`src/rtl/multicycle_controller.sv`:
```
// Main control FSM for the multi-cycle core: fetch, decode, execute,
// memory and write-back sequencing with bounded memory handshakes.
module multicycle_controller #(
  parameter int TIMEOUT_CYCLES = 255
) (
  input  logic       clk,
  input  logic       reset,
  input  logic [6:0] opcode,
  input  logic       branch_taken,
  input  logic       imem_ack,
  input  logic       dmem_ack,
  output logic       imem_req,
  output logic       ir_we,
  output logic [2:0] imm_sel,
  output logic       alu_src_b,
  output logic [1:0] alu_op,
  output logic       dmem_req,
  output logic       dmem_we,
  output logic       reg_we,
  output logic [1:0] wb_sel,
  output logic       pc_we,
  output logic [1:0] pc_src,
  output logic       retire,
  output logic       trap,
  output logic [1:0] trap_cause
);

  localparam int CW =
    (TIMEOUT_CYCLES > 1) ? $clog2(TIMEOUT_CYCLES + 1) : 1;
  localparam logic [CW-1:0] LIMIT =
    CW'((TIMEOUT_CYCLES > 0) ? TIMEOUT_CYCLES - 1 : 0);

  typedef enum logic [2:0] {
    S_FETCH,
    S_DECODE,
    S_EXEC,
    S_MEM,
    S_WB,
    S_TRAP
  } state_t;

  typedef enum logic [2:0] {
    C_R,
    C_IALU,
    C_LOAD,
    C_STORE,
    C_BR,
    C_LUI,
    C_JAL,
    C_JALR
  } cls_t;

  state_t        state;
  state_t        state_nx;
  cls_t          cls;
  cls_t          cls_nx;
  cls_t          dec_cls;
  logic          dec_ok;
  logic [CW-1:0] cnt;
  logic [CW-1:0] cnt_nx;
  logic [1:0]    cause;
  logic [1:0]    cause_nx;
  logic          expired;
  logic [2:0]    ex_imm;
  logic          ex_asb;
  logic [1:0]    ex_aop;

  // Counter holds the number of wait cycles already spent this access.
  assign expired = (TIMEOUT_CYCLES != 0) && (cnt == LIMIT);

  always_comb begin
    dec_cls = C_R;
    dec_ok  = 1'b1;
    case (opcode)
      7'b0110011: dec_cls = C_R;
      7'b0010011: dec_cls = C_IALU;
      7'b0000011: dec_cls = C_LOAD;
      7'b0100011: dec_cls = C_STORE;
      7'b1100011: dec_cls = C_BR;
      7'b0110111: dec_cls = C_LUI;
      7'b1101111: dec_cls = C_JAL;
      7'b1100111: dec_cls = C_JALR;
      default:    dec_ok  = 1'b0;
    endcase
  end

  always_comb begin
    ex_imm = 3'b111;
    ex_asb = 1'b0;
    ex_aop = 2'b00;
    unique case (cls)
      C_R: ex_aop = 2'b10;
      C_IALU, C_LOAD, C_JALR: begin
        ex_imm = 3'b000;
        ex_asb = 1'b1;
      end
      C_STORE: begin
        ex_imm = 3'b001;
        ex_asb = 1'b1;
      end
      C_BR: begin
        ex_imm = 3'b010;
        ex_aop = 2'b01;
      end
      C_LUI: ex_imm = 3'b011;
      C_JAL: ex_imm = 3'b100;
    endcase
  end

  always_comb begin
    state_nx = state;
    cls_nx   = cls;
    cause_nx = cause;
    unique case (state)
      S_FETCH: begin
        if (imem_ack) begin
          state_nx = S_DECODE;
        end else if (expired) begin
          state_nx = S_TRAP;
          cause_nx = 2'b10;
        end
      end
      S_DECODE: begin
        if (dec_ok) begin
          cls_nx   = dec_cls;
          state_nx = S_EXEC;
        end else begin
          cause_nx = 2'b01;
          state_nx = S_TRAP;
        end
      end
      S_EXEC: begin
        if (cls == C_BR) begin
          state_nx = S_FETCH;
        end else if (cls == C_LOAD || cls == C_STORE) begin
          state_nx = S_MEM;
        end else begin
          state_nx = S_WB;
        end
      end
      S_MEM: begin
        if (dmem_ack) begin
          state_nx = (cls == C_STORE) ? S_FETCH : S_WB;
        end else if (expired) begin
          state_nx = S_TRAP;
          cause_nx = 2'b11;
        end
      end
      S_WB:    state_nx = S_FETCH;
      S_TRAP:  state_nx = S_TRAP;
      default: state_nx = S_FETCH;
    endcase
    // Any state change (entry, ack, trap) restarts the wait count.
    cnt_nx = '0;
    if ((state == S_FETCH || state == S_MEM) &&
        (state_nx == state)) begin
      cnt_nx = cnt + 1'b1;
    end
  end

  always_ff @(posedge clk or posedge reset) begin
    if (reset) begin
      state <= S_FETCH;
      cls   <= C_R;
      cnt   <= '0;
      cause <= 2'b00;
    end else begin
      state <= state_nx;
      cls   <= cls_nx;
      cnt   <= cnt_nx;
      cause <= cause_nx;
    end
  end

  always_comb begin
    imem_req  = 1'b0;
    ir_we     = 1'b0;
    imm_sel   = 3'b111;
    alu_src_b = 1'b0;
    alu_op    = 2'b00;
    dmem_req  = 1'b0;
    dmem_we   = 1'b0;
    reg_we    = 1'b0;
    wb_sel    = 2'b00;
    pc_we     = 1'b0;
    pc_src    = 2'b00;
    trap      = 1'b0;
    // Outputs are forced idle while reset is held, even mid-access.
    if (!reset) begin
      unique case (state)
        S_FETCH: begin
          imem_req = 1'b1;
          ir_we    = imem_ack;
        end
        S_DECODE: begin
        end
        S_EXEC: begin
          imm_sel   = ex_imm;
          alu_src_b = ex_asb;
          alu_op    = ex_aop;
          if (cls == C_BR) begin
            pc_we  = 1'b1;
            pc_src = branch_taken ? 2'b01 : 2'b00;
          end
        end
        S_MEM: begin
          imm_sel   = ex_imm;
          alu_src_b = ex_asb;
          alu_op    = ex_aop;
          dmem_req  = 1'b1;
          dmem_we   = (cls == C_STORE);
          if (dmem_ack && cls == C_STORE) begin
            pc_we = 1'b1;
          end
        end
        S_WB: begin
          imm_sel   = ex_imm;
          alu_src_b = ex_asb;
          alu_op    = ex_aop;
          reg_we    = 1'b1;
          pc_we     = 1'b1;
          unique case (cls)
            C_LOAD:        wb_sel = 2'b01;
            C_JAL, C_JALR: wb_sel = 2'b10;
            C_LUI:         wb_sel = 2'b11;
            default:       wb_sel = 2'b00;
          endcase
          unique case (cls)
            C_JAL:   pc_src = 2'b01;
            C_JALR:  pc_src = 2'b10;
            default: pc_src = 2'b00;
          endcase
        end
        S_TRAP:  trap = 1'b1;
        default: begin
        end
      endcase
    end
  end

  assign retire     = pc_we;
  assign trap_cause = cause;

endmodule
```
`config.mk`:
```
export PLATFORM = sky130hd
export DESIGN_NAME = multicycle_controller
export DESIGN_NICKNAME = d
export VERILOG_FILES = /design/src/rtl/multicycle_controller.sv
export SDC_FILE = /design/constraint.sdc
export NUM_CORES = 1
export LEC_CHECK = 0
export ABC_CLOCK_PERIOD_IN_PS = 2150
export CORE_ASPECT_RATIO = 1.5
export CORE_MARGIN = 8
export CORE_UTILIZATION = 48
export CTS_CLUSTER_SIZE = 40
export DETAILED_ROUTE_END_ITERATION = 10
export PLACE_DENSITY = 0.79
export SYNTH_ARGS = -nofsm -noshare
export SYNTH_HDL_FRONTEND = slang
export SYNTH_SLANG_ARGS = --single-unit
```
`constraint.sdc`:
```
create_clock -name clk -period 2.15 [get_ports clk]
set_input_delay 0.3225 -clock clk [delete_from_list [all_inputs] [get_ports clk]]
set_output_delay 0.3225 -clock clk [all_outputs]
set_load 0.01 [all_outputs]
```
==> summary.txt <==
Status
  • Run status: complete, no violations

Placed design
  • Post-placement cell count: a little over 200
  • Final GP Congestion: 0.8568
  • Total of buffers placed on input and output ports: 31
  • Sum of net half-perimeters after detailed placement: 2.475 mm

Synthesis
  • Share of synthesized cell area in and, or, nand and nor gates: 35.40%
  • Post-synth cell types: 47
  • Largest family of logic cells by synthesized area: simple AND/OR/NAND/NOR gates
  • Net count of the mapped netlist: around 160
  • Share of synthesized area spent on multiplexers: between 1 and 1.5%
  • Flip-flop and latch count after synthesis: 16
  • Fraction of synthesis flops using an asynchronous set or reset pin: 100.0%
  • Total of warnings raised by yosys: 0
  • Area of the mapped netlist: 1212 um2
  • Number of synthesized flops with an enable pin: 0
  • Synth Area per Inst: 8.420 um2
  • Commonest register cell after synthesis: dfrtp_1
  • Synthesized-area fraction occupied by ao, oa, aoi and oai cells: 17.65%
  • Synthesized-area fraction occupied by adder cells: 2.064%
  • Sequential share of the synthesized area: 33.02%
  • Xor and xnor area share after synthesis: 5.779%
  • Synthesized instance count: 144

Global routing
  • Total routing resource utilization after global routing: 14.35%
  • Global-route wire length before repair: 5.478 mm
  • Number of antenna violations at the first check in global routing: 0
  • Largest net degree at the start of global routing: 17
  • Via count of the first global-routing pass: 1,203
  • Grt ovf: 0

Cells and area
  • Fraction of final layout cells sized beyond drive strength 1: 21.08%
  • Antenna diode instance count: 0
  • Synth-to-Final Area Change: 40.56%
  • Commonest non-fill, non-tap cell in the layout: nor2_1
  • Final instance count without filler cells: about 210
  • Commonest cells after routing, fill and taps aside: nor2_1 (18), clkdlybuf4s50_1 (16), buf_4 (15)
  • Total Nets Final: 201

Setup path
  • Depth of the worst register-to-register path: 6
  • Kind of cell adding the most delay to the critical path: flip-flops
  • Worst path max stage delay: 0.47 ns
  • Cells along the critical path: nor2_1, nand2_1, o22ai_2, nand2b_1, a21oi_1, clkdlybuf4s15_1
  • Worst path depth: 6
  • Worst Setup End Kind: output pin
  • Kind of start point of the critical path: flip-flop
  • Critical path arrival: about 1.7 ns
  • Crit path buffers/inverters: 1
  • Cell at the slowest stage of the critical path: dfrtp_2
  • Critical path fanouts, max: 7
  • Required time at the worst-slack endpoint: 1.83 ns
  • Setup Crit Path Kind: flip-flop to output pin

Floorplan
  • Core box area: approximately 2400 um2
  • Total I/O pin count: 32
  • Die area: ~4400 um2
  • Die Span Y: 77.56 um
  • Initial cell density of the core: 50.05%
  • Die X-Extent: between 50 and 60 um
  • Row count: 22

Clock network
  • CTS tree: built
  • Buffer levels on the longest clock path: 2
  • Clk pin slew, worst setup/hold paths: 0.08 ns
  • CTS Buf Count: 3
  • Clock latency on the worst-skew pair: 0.27 ns
  • Clk sinks: 16
  • CTS root buf: clkbuf_4
  • Number of H-tree branching levels: 1

Flow run
  • Number of maximum-capacitance violations: 0

Power and ir drop
  • Combinational share of power: 52.2%
  • Worst VDD drop: 0.4620 mV
  • Leakage dissipation: 0.7441 nW
  • Clock network fraction of design power: 12.1%
  • Sw frac: 37.70%
  • Part of the total power dissipated in sequential elements: between 30% and 40%
  • Internal Power: 741.8 uW
  • Power density relative to cell area: 698.7 nW/um2
  • Switching Power: 448.9 uW

STA
  • Max Fclk: 488.5 MHz
  • Unrepaired setup endpoints after global routing: true
  • Final cycle utilization of the critical path: between 90% and 100%
  • Final setup skew: 0.004453 ns
  • Hold slack final: 0.3639 ns
  • Final setup vio count: 0
  • Worst-case headroom to the max-slew limit: 68.41%
  • Endpoints failing hold: 0
  • Setup TNS after final layout: 0 ns
  • Final max-slew violation count: 0
  • Minimum clock period after layout: 2.047 ns
  • Measured slew at the worst slew-check pin: 0.4702 ns

Drt
  • Detail-routed via count per cell: approximately 5.8
  • Number of iterations in the first detailed-routing pass: 4
  • Via count: about 1,200
  • Drc violations: 0
  • Iter 0 DRT Violations: 16
  • Post-DRT Antenna Nets: 0
  • Routed wirelength normalized by instance count: 15.37 um
  • Post-detailed-routing wire length: 3.212 mm

Min path
  • Worst hold-check path type: input port to asynchronous set/reset pin
[worst paths after layout]
kind,end,slack (ns),from
worst min-delay path,state[0]$_DFF_PP0_,0.36,reset
max in group asynchronous,state[1]$_DFF_PP0_,1.59,reset
worst min register to register,trap_cause[0]$_DFFE_PP0P_,0.53,trap_cause[0]$_DFFE_PP0P_
worst max register to register,trap_cause[0]$_DFFE_PP0P_,0.28,state[0]$_DFF_PP0_
min in group clk,trap_cause[0]$_DFFE_PP0P_,0.53,trap_cause[0]$_DFFE_PP0P_
worst max-delay path,retire,0.10,cls[1]$_DFFE_PP0P_
[tightest hold or removal path: stages]
cell and delay, ns:
dlygate4sd2_1 0.34, inv_1 0.11, buf_4 0.23
[metal layers]
metal,track usage [%],vias up,routed length [um]
li1,-,597,-
met1,15.76,576,1300
met2,25.82,32,1714
met3,3.257,2,179
met4,4.953,0,17
met5,0,-,0
[registers in the layout, summed over array words and instances (netlist names)]
name	cells
cls	3
cnt	8
state	3
trap_cause	2
[cell usage after synthesis, types with 2 or more instances]
cell      instances  area [um2]
nand3_1           5       25.02
nor2b_1           4       25.02
nor2_1           19       71.32
o21ai_1           2       10.01
and2_1            3       18.77
nand2b_1          4       25.02
nand2_1          14       52.55
inv_1             4       15.01
dfrtp_1          16       400.4
o41ai_1           2       17.52
xor2_1            7       61.31
buf_2             2       10.01
nor3b_1           3       22.52
nand4_1           3       18.77
buf_4             2       15.01
nand3b_1          2       15.01
nor4_1            3       18.77
ha_1              2       25.02
nor3_1            2       10.01
clkbuf_1          5       18.77
a21oi_1           5       25.02
and4_1            2       17.52
nor2b_2           2       17.52
o21ai_0           8       40.04
[power by group through the flow]
stage                     sequential [mW]  combinational (mW)  clock, mW
after CTS                           0.410               0.580      0.151
after global placement              0.410               0.573          0
after global routing                0.433               0.682      0.161
after detailed placement            0.410               0.579          0
final                               0.424               0.622      0.144
after floorplan                     0.389               0.351          0
[layout make-up]
type                       count  area, um2
timing repair buffer          47      429.2
fill                         204      718.2
multi-input combinational    115      803.3
inverter                       4      15.01
clock buffer                   3      22.52
sequential                    16      404.1
tap                           24      30.03
[metrics by stage]
stage                     power (mW)  area (um2)  util, %  worst slack [ns]
after floorplan               0.7400        1212        -            0.3260
after global placement        0.9832        1614    66.63          -0.02447
after detailed placement      0.9892        1614    66.63          -0.08028
after CTS                      1.141        1643    67.82          0.007066
after global routing           1.276        1704    70.35          -0.02773
final                          1.191        1704    70.35            0.1028
[logic make-up (layout without fill, tap and decap cells)]
kind of cell / Yosys count / count (layout)
and+or+nand+nor: 74 / 74
AOI/OAI and AO/OA: 30 / 30
DFF: 16 / 16
buffers and inverters: 13 / 54
xor gates and xnor gates: 8 / 8
adders and majority gates: 2 / 2
muxes: 1 / 1
[repair_timing]
action	in CTS	in global routing
endpoints found under the setup margin	14	6
gates resized for setup	16	15
hold buffers	0	0
buffers inserted	1	1
Note: power is estimated with default switching activity, not from simulation.
